## src/rtl/jtpopeye_obj_scan_pkg.sv

```systemverilog
// Shared object-buffer definitions: entry layout, object height and scan FSM states.
package jtpopeye_obj_scan_pkg;

    localparam int unsigned OBJ_DW     = 29;
    localparam int unsigned OBJ_H      = 16;
    localparam int unsigned OBJ_YPIX_W = $clog2(OBJ_H);

    // Bit layout of one object buffer entry, MSB first
    typedef struct packed {
        logic       bank;
        logic       vflip;
        logic [2:0] pal;
        logic       hflip;
        logic [6:0] code;
        logic [7:0] y;
        logic [7:0] x;
    } obj_entry_t;

    typedef enum logic [2:0] {
        ST_IDLE,
        ST_ADDR,
        ST_DATA,
        ST_CHECK,
        ST_WAIT,
        ST_DONE
    } scan_state_t;

endpackage

```

## src/rtl/jtpopeye_obj_match.sv

```systemverilog
// Combinational scanline hit test for one object; ypix has vflip applied.
module jtpopeye_obj_match
    import jtpopeye_obj_scan_pkg::*;
(
    input  logic [7:0]            vrender,
    input  logic [7:0]            y,
    input  logic                  vflip,
    output logic                  hit,
    output logic [OBJ_YPIX_W-1:0] ypix
);

    logic [7:0] w_ydiff;

    // Wraps modulo 256 so objects straddling line 0 still match
    assign w_ydiff = vrender - y;
    assign hit     = (w_ydiff < 8'(OBJ_H));
    assign ypix    = w_ydiff[OBJ_YPIX_W-1:0] ^ {OBJ_YPIX_W{vflip}};

endmodule

```

## src/rtl/jtpopeye_obj_scan.sv

```systemverilog
// Per-line object scanner: walks the object buffer during HB and issues draw commands.
module jtpopeye_obj_scan
    import jtpopeye_obj_scan_pkg::*;
#(
    parameter int unsigned OBJMAX = 64,
    parameter int unsigned HITMAX = 8
)(
    input  logic                  rst_n,
    input  logic                  clk,
    input  logic                  cen,
    input  logic                  VB,
    input  logic                  HB,
    input  logic [7:0]            vrender,
    output logic [7:0]            obj_addr,
    input  logic [OBJ_DW-1:0]     obj_data,
    output logic                  dr_start,
    input  logic                  dr_busy,
    output logic [7:0]            dr_x,
    output logic [6:0]            dr_code,
    output logic [OBJ_YPIX_W-1:0] dr_ypix,
    output logic                  dr_hflip,
    output logic [2:0]            dr_pal,
    output logic                  dr_bank,
    output logic                  scan_done
);

    localparam int unsigned    HCW       = $clog2(HITMAX + 1);
    localparam logic [7:0]     LAST_ADDR = 8'(OBJMAX - 1);
    localparam logic [HCW-1:0] HIT_LIMIT = HCW'(HITMAX);

    scan_state_t           r_state;
    obj_entry_t            r_entry;
    logic                  r_hb_last;
    logic [HCW-1:0]        r_hits;

    logic                  w_hb_rise;
    logic                  w_match;
    logic                  w_hit;
    logic                  w_last_addr;
    logic [HCW-1:0]        w_hits_inc;
    logic [OBJ_YPIX_W-1:0] w_ypix;

    jtpopeye_obj_match u_match (
        .vrender (vrender),
        .y       (r_entry.y),
        .vflip   (r_entry.vflip),
        .hit     (w_match),
        .ypix    (w_ypix)
    );

    // Y==0 marks an empty slot
    assign w_hb_rise   = HB & ~r_hb_last;
    assign w_hit       = w_match & (r_entry.y != 8'd0);
    assign w_last_addr = (obj_addr == LAST_ADDR);
    assign w_hits_inc  = r_hits + HCW'(1);

    always_ff @(posedge clk or negedge rst_n) begin
        if (!rst_n) begin
            r_state   <= ST_IDLE;
            r_entry   <= '0;
            r_hb_last <= 1'b0;
            r_hits    <= '0;
            obj_addr  <= 8'd0;
            dr_start  <= 1'b0;
            dr_x      <= 8'd0;
            dr_code   <= 7'd0;
            dr_ypix   <= '0;
            dr_hflip  <= 1'b0;
            dr_pal    <= 3'd0;
            dr_bank   <= 1'b0;
            scan_done <= 1'b1;
        end else if (cen) begin
            r_hb_last <= HB;
            dr_start  <= 1'b0;
            if (w_hb_rise && !VB) begin
                // A new HB restarts the walk even mid-scan; a pending hit is dropped
                r_state   <= ST_ADDR;
                obj_addr  <= 8'd0;
                r_hits    <= '0;
                scan_done <= 1'b0;
            end else if (VB && r_state != ST_IDLE) begin
                r_state   <= ST_IDLE;
                scan_done <= 1'b1;
            end else begin
                case (r_state)
                    ST_IDLE: r_state <= ST_IDLE;
                    ST_ADDR: r_state <= ST_DATA;
                    ST_DATA: begin
                        r_entry <= obj_entry_t'(obj_data);
                        r_state <= ST_CHECK;
                    end
                    ST_CHECK: begin
                        if (w_hit) begin
                            r_state <= ST_WAIT;
                        end else if (w_last_addr) begin
                            r_state <= ST_DONE;
                        end else begin
                            obj_addr <= obj_addr + 8'd1;
                            r_state  <= ST_ADDR;
                        end
                    end
                    ST_WAIT: begin
                        if (!dr_busy) begin
                            dr_start <= 1'b1;
                            dr_x     <= r_entry.x;
                            dr_code  <= r_entry.code;
                            dr_ypix  <= w_ypix;
                            dr_hflip <= r_entry.hflip;
                            dr_pal   <= r_entry.pal;
                            dr_bank  <= r_entry.bank;
                            r_hits   <= w_hits_inc;
                            if (w_last_addr || w_hits_inc == HIT_LIMIT) begin
                                r_state <= ST_DONE;
                            end else begin
                                obj_addr <= obj_addr + 8'd1;
                                r_state  <= ST_ADDR;
                            end
                        end
                    end
                    ST_DONE: begin
                        scan_done <= 1'b1;
                        r_state   <= ST_IDLE;
                    end
                    default: r_state <= ST_IDLE;
                endcase
            end
        end
    end

endmodule

```

## config.mk

```make
export PLATFORM = sky130hd
export DESIGN_NAME = jtpopeye_obj_scan
export DESIGN_NICKNAME = d
export VERILOG_FILES = /design/src/rtl/jtpopeye_obj_scan_pkg.sv /design/src/rtl/jtpopeye_obj_match.sv /design/src/rtl/jtpopeye_obj_scan.sv
export SDC_FILE = /design/constraint.sdc
export NUM_CORES = 1
export LEC_CHECK = 0
export ABC_AREA = 1
export BUFFER_PORTS_ARGS = -buffer_cell sky130_fd_sc_hd__buf_2
export CAP_MARGIN = 20
export CORE_UTILIZATION = 40
export DETAILED_ROUTE_END_ITERATION = 10
export GPL_TIMING_DRIVEN = 1
export HOLD_SLACK_MARGIN = 0.08
export PLACE_DENSITY = 0.69
export SETUP_SLACK_MARGIN = 0.2
export SYNTH_ARGS = -nofsm -noshare
export SYNTH_HDL_FRONTEND = slang
export SYNTH_SLANG_ARGS = --single-unit
```

## constraint.sdc

```tcl
create_clock -name clk -period 3.4 [get_ports clk]
set_input_delay 0.68 -clock clk [delete_from_list [all_inputs] [get_ports clk]]
set_output_delay 0.68 -clock clk [all_outputs]
set_load 0.1 [all_outputs]
```

==> flow_summary.ini, run 1 <==
[worst_setup_path]
crit_slowest_cell = fa_1
cp_slowest_stage_delay_ns = 0.41
startpoint = vrender[0]
regToRegSetupSlack_ns = 1.10
cp_common_cell = nand2_1
critical_path.max_fanout = 9
r2r_start = r_entry[8]$_DFFE_PN0P_
crit_chain = buf_2 > inv_1 > ha_1 > fa_1 > inv_1 > nand2_1 > nand2_1 > nand3_1 > nand3_1 > nand3_1 > o21ai_2 > nand2_2 > nand2_4 > nand2_4 > nand2_1 > nand2_1
ff2ff_path_depth = 14
worstSetupPathType = input port to flip-flop
cp.arrival_ns = 2.58
worstSetupEndpointType = flip-flop
worstPathRequired_ns = 3.63
regToRegEndpoint = obj_addr[0]$_DFFE_PN0P_
startpoint_type = input port

[clock_tree]
htree_num_levels = 3
cts_resized = 0
clock_latency_ns = 0.34
clk_pin_slew_ns = 0.08
postCtsSetupRepairBufs = 0
cts_buffers = 9
ctsLongestPathBuffers = 2
cts.sinks = 71
root_buffer = clkbuf_8
cts-hold-fix-buffers = 0
cts_tree = done

[yosys]
synth_compound_area_frac = 0.0531
netlist-cell-type-count = 35
synthAdderAreaFrac = 0.0411
synthArstFlopShare = 1.00
synth_edf_count = 0
syn_area_um2 = 3530
ys.flop_type = dfrtp_1
yosysSeqAreaShare = 0.503
synthCells = 393
yosys_register_bits = 71
yosys_warnings = 0
syn-mean-instance-area_um2 = 8.99
synth_xor_area_frac = 0.0297
synth_fp_nets = 447
yosys.area_share.simple = 0.241
synthMuxAreaShare = 0.0733
synth_top_family_by_area = simple AND/OR/NAND/NOR gates

[layout]
ff_latch_area_um2 = 1780
drive_above_1_share = 0.291
nets = 527
multi_input_area_um2 = 1550
antennaDiodeCount = 0
fill_cells = 807
area_growth_pct = 19.2

[hold_path]
worstHoldPathType = input port to async pin

[route]
routed_wl_mm = 7.04
remaining_drc_errors = 0
vias = 2774
drt-initial-drc-count = 83
ant_nets = 0
wl_per_cell_um = 12.1
first_pass_iters = 4
viasPerCell = 4.76

[timing]
rsz0062_at_grt = no
fin_crit_sh = 0.693
fin_worst_skew_ns = 0.0108
fin_tns_setup_ns = 0
relSlewSlack = 0.398
finalMaxSlewViolations = 0
fin_crit_ns = 2.36
clock.fmax_mhz = 425
setup_viol_count_final = 0
worst_slew_pin_slew_ns = 0.903
finalHoldViolCount = 0

[placed_design]
place_hpwl_mm = 4.93
portBuffers = 76
routabilityCongestion = 0.861

[die]
rows = 33
die_w_um = 96.0
fp.coreArea_um2 = 8380
start_util = 0.422
die_area_um2 = 9210
io-pin-count = 77
die_h_um = 96.0

[global_routing]
grt_pass1_wl_mm = 11.6
grt_pass1_vias = 2624
grt_max_degree = 72
grtUsageTotal = 0.165
antenna_found_initial = 0
overflow = 0

[run]
max_cap_violations = 0

[run_status]
status = completed
==> how the worst max path moves through the flow <==
stage / end / slack [ns]
2_1_floorplan: obj_addr[2]$_DFFE_PN0P_ / 1.04
3_3_place_gp: obj_addr[4]$_DFFE_PN0P_ / 0.80
3_5_place_dp: obj_addr[6]$_DFFE_PN0P_ / 0.70
4_1_cts: obj_addr[0]$_DFFE_PN0P_ / 1.07
5_1_grt: obj_addr[0]$_DFFE_PN0P_ / 0.96
6_report: obj_addr[0]$_DFFE_PN0P_ / 1.04
==> kinds of logic after synthesis <==
family,count (synthesis)
AOI/OAI and AO/OA,34
xor gates and xnor gates,12
adders and majority gates,11
buffers and inverters,51
DFF,71
muxes,23
and+or+nand+nor,191
==> registers in the layout, summed over array words and instances (netlist names) <==
register and flops:
dr_bank 1, dr_code 7, dr_hflip 1, dr_pal 3
dr_start 1, dr_x 8, dr_ypix 4, obj_addr 8
r_entry 29, r_hb_last 1, r_hits 4, r_state 3
scan_done 1
==> synth_stat cells (7+ instances only) <==
| cell type | instances | area, um^2 |
|---|---|---|
| ha_1 | 10 | 125 |
| a21oi_1 | 15 | 75.1 |
| o21ai_1 | 8 | 40.0 |
| nor2_1 | 27 | 101 |
| o21ai_0 | 7 | 35.0 |
| inv_2 | 7 | 26.3 |
| nand2_1 | 121 | 454 |
| inv_1 | 34 | 128 |
| dfrtp_1 | 70 | 1750 |
| mux2_2 | 23 | 259 |
| nand3_1 | 21 | 105 |
==> layer usage <==
metal | share of wire | vias to the layer above | routed length, um | global-route usage
met1 | 0.46 | 1281 | 3240 | 0.212
met5 | 0 | - | 0 | 0
met2 | 0.48 | 67 | 3380 | 0.272
li1 | - | 1414 | - | -
met4 | 0.015 | 0 | 109 | 0.0672
met3 | 0.045 | 12 | 317 | 0.0324
==> final cells by class <==
cell class	instances	share of cell area
Timing Repair Buffer	78	0.0945
Multi-Input combinational cell	271	0.368
Clock buffer	10	0.0303
Sequential cell	71	0.422
Inverter	42	0.0374
Clock inverter	6	0.0166
Tap cell	105	0.0312
==> cell usage in the layout, fill, tap and decap left out, types with 6 or more instances in the layout <==
cell type  Yosys  layout
o21ai_0        7       7
inv_2          7       7
dfrtp_1       70      70
nand2_1      121     121
buf_2          6      75
clkbuf_8       0       9
mux2_2        23      23
nor2_1        27      27
ha_1          10      10
a21oi_1       15      15
inv_1         34      34
xor2_1         6       6
xnor2_1        6       6
o21ai_1        8       8
nand3_1       21      21
==> stage by stage <==
| stage | setup slack (ns) | hold slack [ns] | area, um^2 | cells | util |
|---|---|---|---|---|---|
| after detailed placement | 0.705 | 0.457 | 4010 | 567 | 0.479 |
| final | 1.04 | 0.446 | 4210 | 583 | 0.502 |
| after global placement | 0.804 | 0.450 | 4010 | 567 | 0.479 |
| after global routing | 0.963 | 0.492 | 4210 | 583 | 0.502 |
| after floorplan | 1.04 | 0.384 | 3530 | 393 | - |
| after CTS | 1.07 | 0.473 | 4210 | 583 | 0.502 |
==> worst max-delay path: cells and delay by family <==
| kind | cells | cell delay [ns] |
|---|---|---|
| and+or+nand+nor | 10 | 0.87 |
| adders and majority gates | 2 | 0.61 |
| buffers and inverters | 3 | 0.22 |
| AOI/OAI and AO/OA | 1 | 0.18 |
Power of run 1 is not shown: default switching activity piles up to over one toggle a cycle in this logic, so the estimate is an artifact.
==> inputs of run 2 (changes only) <==
--- a/config.mk
+++ b/config.mk
@@ -5,14 +5,14 @@
 export SDC_FILE = /design/constraint.sdc
 export NUM_CORES = 1
 export LEC_CHECK = 0
-export ABC_AREA = 1
+export ABC_AREA = 0
 export BUFFER_PORTS_ARGS = -buffer_cell sky130_fd_sc_hd__buf_2
 export CAP_MARGIN = 20
 export CORE_UTILIZATION = 40
 export DETAILED_ROUTE_END_ITERATION = 10
 export GPL_TIMING_DRIVEN = 1
 export HOLD_SLACK_MARGIN = 0.08
-export PLACE_DENSITY = 0.69
+export PLACE_DENSITY = 0.71
 export SETUP_SLACK_MARGIN = 0.2
 export SYNTH_ARGS = -nofsm -noshare
 export SYNTH_HDL_FRONTEND = slang
==> constraint.sdc (replaced) <==
create_clock -name clk -period 1.9 [get_ports clk]
set_input_delay 0.38 -clock clk [delete_from_list [all_inputs] [get_ports clk]]
set_output_delay 0.38 -clock clk [all_outputs]
set_load 0.1 [all_outputs]
==> flow_summary.ini, run 2 <==
[clock_tree]
cts.sinks = 71
cts_buffers = 9
clk_pin_slew_ns = 0.08
cts_tree = done
ctsLongestPathBuffers = 2
clock_latency_ns = 0.35
htree_num_levels = 3
root_buffer = clkbuf_8

[power_and_ir_drop]
ir_drop_mv = 0.682
p_total_uw = 5730
powerDensity_nw_per_um2 = 1070
p_leak_uw = 0.00277

[timing]
fin_crit_sh = 1.22
clock.fmax_mhz = 433
fin_crit_ns = 2.31
worst_slack_ns = -0.410
rsz0062_at_grt = yes
worst_slew_pin_slew_ns = 0.511
fin_worst_skew_ns = 0.0120
finalMaxSlewViolations = 0
fin_tns_setup_ns = -3.97
setup_viol_count_final = 27
finalHoldViolCount = 0
relSlewSlack = 0.661

[die]
die_area_um2 = 9110
rows = 33
die_h_um = 95.4
fp.coreArea_um2 = 8340
die_w_um = 95.4
start_util = 0.419
io-pin-count = 77

[worst_setup_path]
critical_path.max_fanout = 7
regToRegEndpoint = obj_addr[6]$_DFFE_PN0P_
worstSetupEndpointType = flip-flop
worstPathBufferInverterCount = 2
cp_slowest_stage_delay_ns = 0.37
crit_chain = inv_1 > ha_1 > nor2b_4 > o31a_1 > or3_4 > a2111oi_4 > buf_6 > a21oi_1 > mux2i_1
startpoint_type = flip-flop
worstPathRequired_ns = 2.14
r2r_start = r_entry[9]$_DFFE_PN0P_
worstSetupPathType = flip-flop to flip-flop
cp.arrival_ns = 2.55
regToRegSetupSlack_ns = -0.41
crit_slowest_cell = or3_4
ff2ff_path_depth = 9
path_delay_family = compound AO/OA/AOI/OAI gates

[layout]
antennaDiodeCount = 0
layoutNonFillerInstCount = 591
top_register = r_entry
final_area_um2 = 5360
fill_cells = 675
largest_reg_flops = 29
reg_top3 = r_entry x29, dr_x x8, obj_addr x8
drive_above_1_share = 0.564
most-common-layout-cells = 73 x buf_2, 70 x dfrtp_1, 46 x buf_4
nets = 535
area_growth_pct = 53.6
final_common_cell = buf_2
utilization = 0.643

[route]
ant_nets = 0
viasPerCell = 5.15
remaining_drc_errors = 0
first_pass_iters = 5
wl_per_cell_um = 15.4
vias = 3044
drt-initial-drc-count = 73
routed_wl_mm = 9.09

[hold_path]
worstHoldEndpoint = r_entry[24]$_DFFE_PN0P_
holdCritStartpoint = obj_data[24]
worstHoldPathType = input port to flip-flop
hold_depth = 2

[run_status]
violations = negative setup slack
status = complete, but fails checks

[placed_design]
post-place-cells = 554
place_hpwl_mm = 5.64
place_area_um2 = 4350
portBuffers = 76
routabilityCongestion = 0.853

[yosys]
synthCells = 339
synth_edf_count = 0
synthArstFlopShare = 1.00
synth_most_common_cell = nand2_1
yosys_warnings = 0
yosys_register_bits = 71
ys.flop_type = dfrtp_1
synth_commonest_cells = 84 x nand2_1, 70 x dfrtp_1, 30 x mux2_2
yosysTopAreaCell = dfrtp_1
syn-mean-instance-area_um2 = 10.3
synth_fp_nets = 393
netlist-cell-type-count = 48
synth_top_area_frac = 0.502
yosysSeqAreaShare = 0.509
syn_area_um2 = 3490
yosys-top-cells-area = dfrtp_1 50%, mux2_2 9.7%, nand2_1 9.0%

[global_routing]
grt_pass1_vias = 3070
grtUsageTotal = 0.213
overflow = 0
antenna_found_initial = 0
grt_max_degree = 35
grt_pass1_wl_mm = 14.5

[run]
max_cap_violations = 0
## run 2: cells by family (layout without fill, tap and decap cells)
logic type	after synthesis	in the layout	share of synthesized area
AO/OA/AOI/OAI	54	54	0.110
XOR/XNOR	8	8	0.0201
adder cells (fa/ha/maj)	11	11	0.0416
buffers and inverters	27	174	0.0294
flip-flops	71	71	0.509
multiplexers	38	38	0.120
AND/OR/NAND/NOR	130	130	0.170
## run 2: area by class of cell
class                           instances  area, um^2  area share
Multi-Input combinational cell        241        2010       0.375
Sequential cell                        71        1780       0.332
Timing Repair Buffer                  144        1140       0.213
Tap cell                              105         131      0.0245
Clock buffer                            9         124      0.0231
Clock inverter                          7         120      0.0224
Inverter                               14        52.6     0.00980
## run 2: layer usage
metal	GRT usage	vias to the layer above	wire (um)
met5	0	-	0
met4	0.0622	0	189
met2	0.369	72	4600
met3	0.0606	16	458
met1	0.256	1500	3840
li1	-	1456	-
## run 2: worst register-to-register path, stage by stage, from the launching register on
cell and delay (ns):
dfrtp_1 0.36, inv_1 0.05, ha_1 0.26, nor2b_4 0.13, o31a_1 0.32, or3_4 0.37, a2111oi_4 0.31, buf_6 0.20
a21oi_1 0.09, mux2i_1 0.13
## run 2: power by group
group	switching (uW)	internal, uW	total [uW]	leakage (uW)
clock	608	876	1480	0.000120
sequential	255	1830	2080	0.000941
combinational	1070	1090	2160	0.00170
total	1940	3790	5730	0.00277
## run 2: worst max-delay path by stage
stage | start | end | cells past startpoint | slack (ns)
2_1_floorplan | r_entry[9]$_DFFE_PN0P_ | obj_addr[7]$_DFFE_PN0P_ | 8 | -0.48
3_3_place_gp | vrender[1] | obj_addr[3]$_DFFE_PN0P_ | 9 | -0.58
3_5_place_dp | vrender[0] | obj_addr[5]$_DFFE_PN0P_ | 10 | -0.61
4_1_cts | r_entry[9]$_DFFE_PN0P_ | obj_addr[2]$_DFFE_PN0P_ | 9 | -0.44
5_1_grt | r_entry[9]$_DFFE_PN0P_ | obj_addr[1]$_DFFE_PN0P_ | 9 | -0.56
6_report | r_entry[9]$_DFFE_PN0P_ | obj_addr[6]$_DFFE_PN0P_ | 9 | -0.41
## run 2: stage by stage
stage / hold WS [ns] / setup WS [ns]
after floorplan: 0.0844 / -0.476
after global placement: 0.307 / -0.577
after detailed placement: 0.317 / -0.611
after CTS: 0.242 / -0.440
after global routing: 0.244 / -0.561
final: 0.256 / -0.410
## run 2: repair_timing
item / CTS / global route
gates cloned: 5 / 2
setup buffers: 10 / 3
endpoints found under the hold margin: 10 / 0
endpoints found under the setup margin: 40 / 70
pin swaps: 62 / 46
hold buffers: 1 / 0
resized for setup: 85 / 50
(Power assumes the default switching activity.)
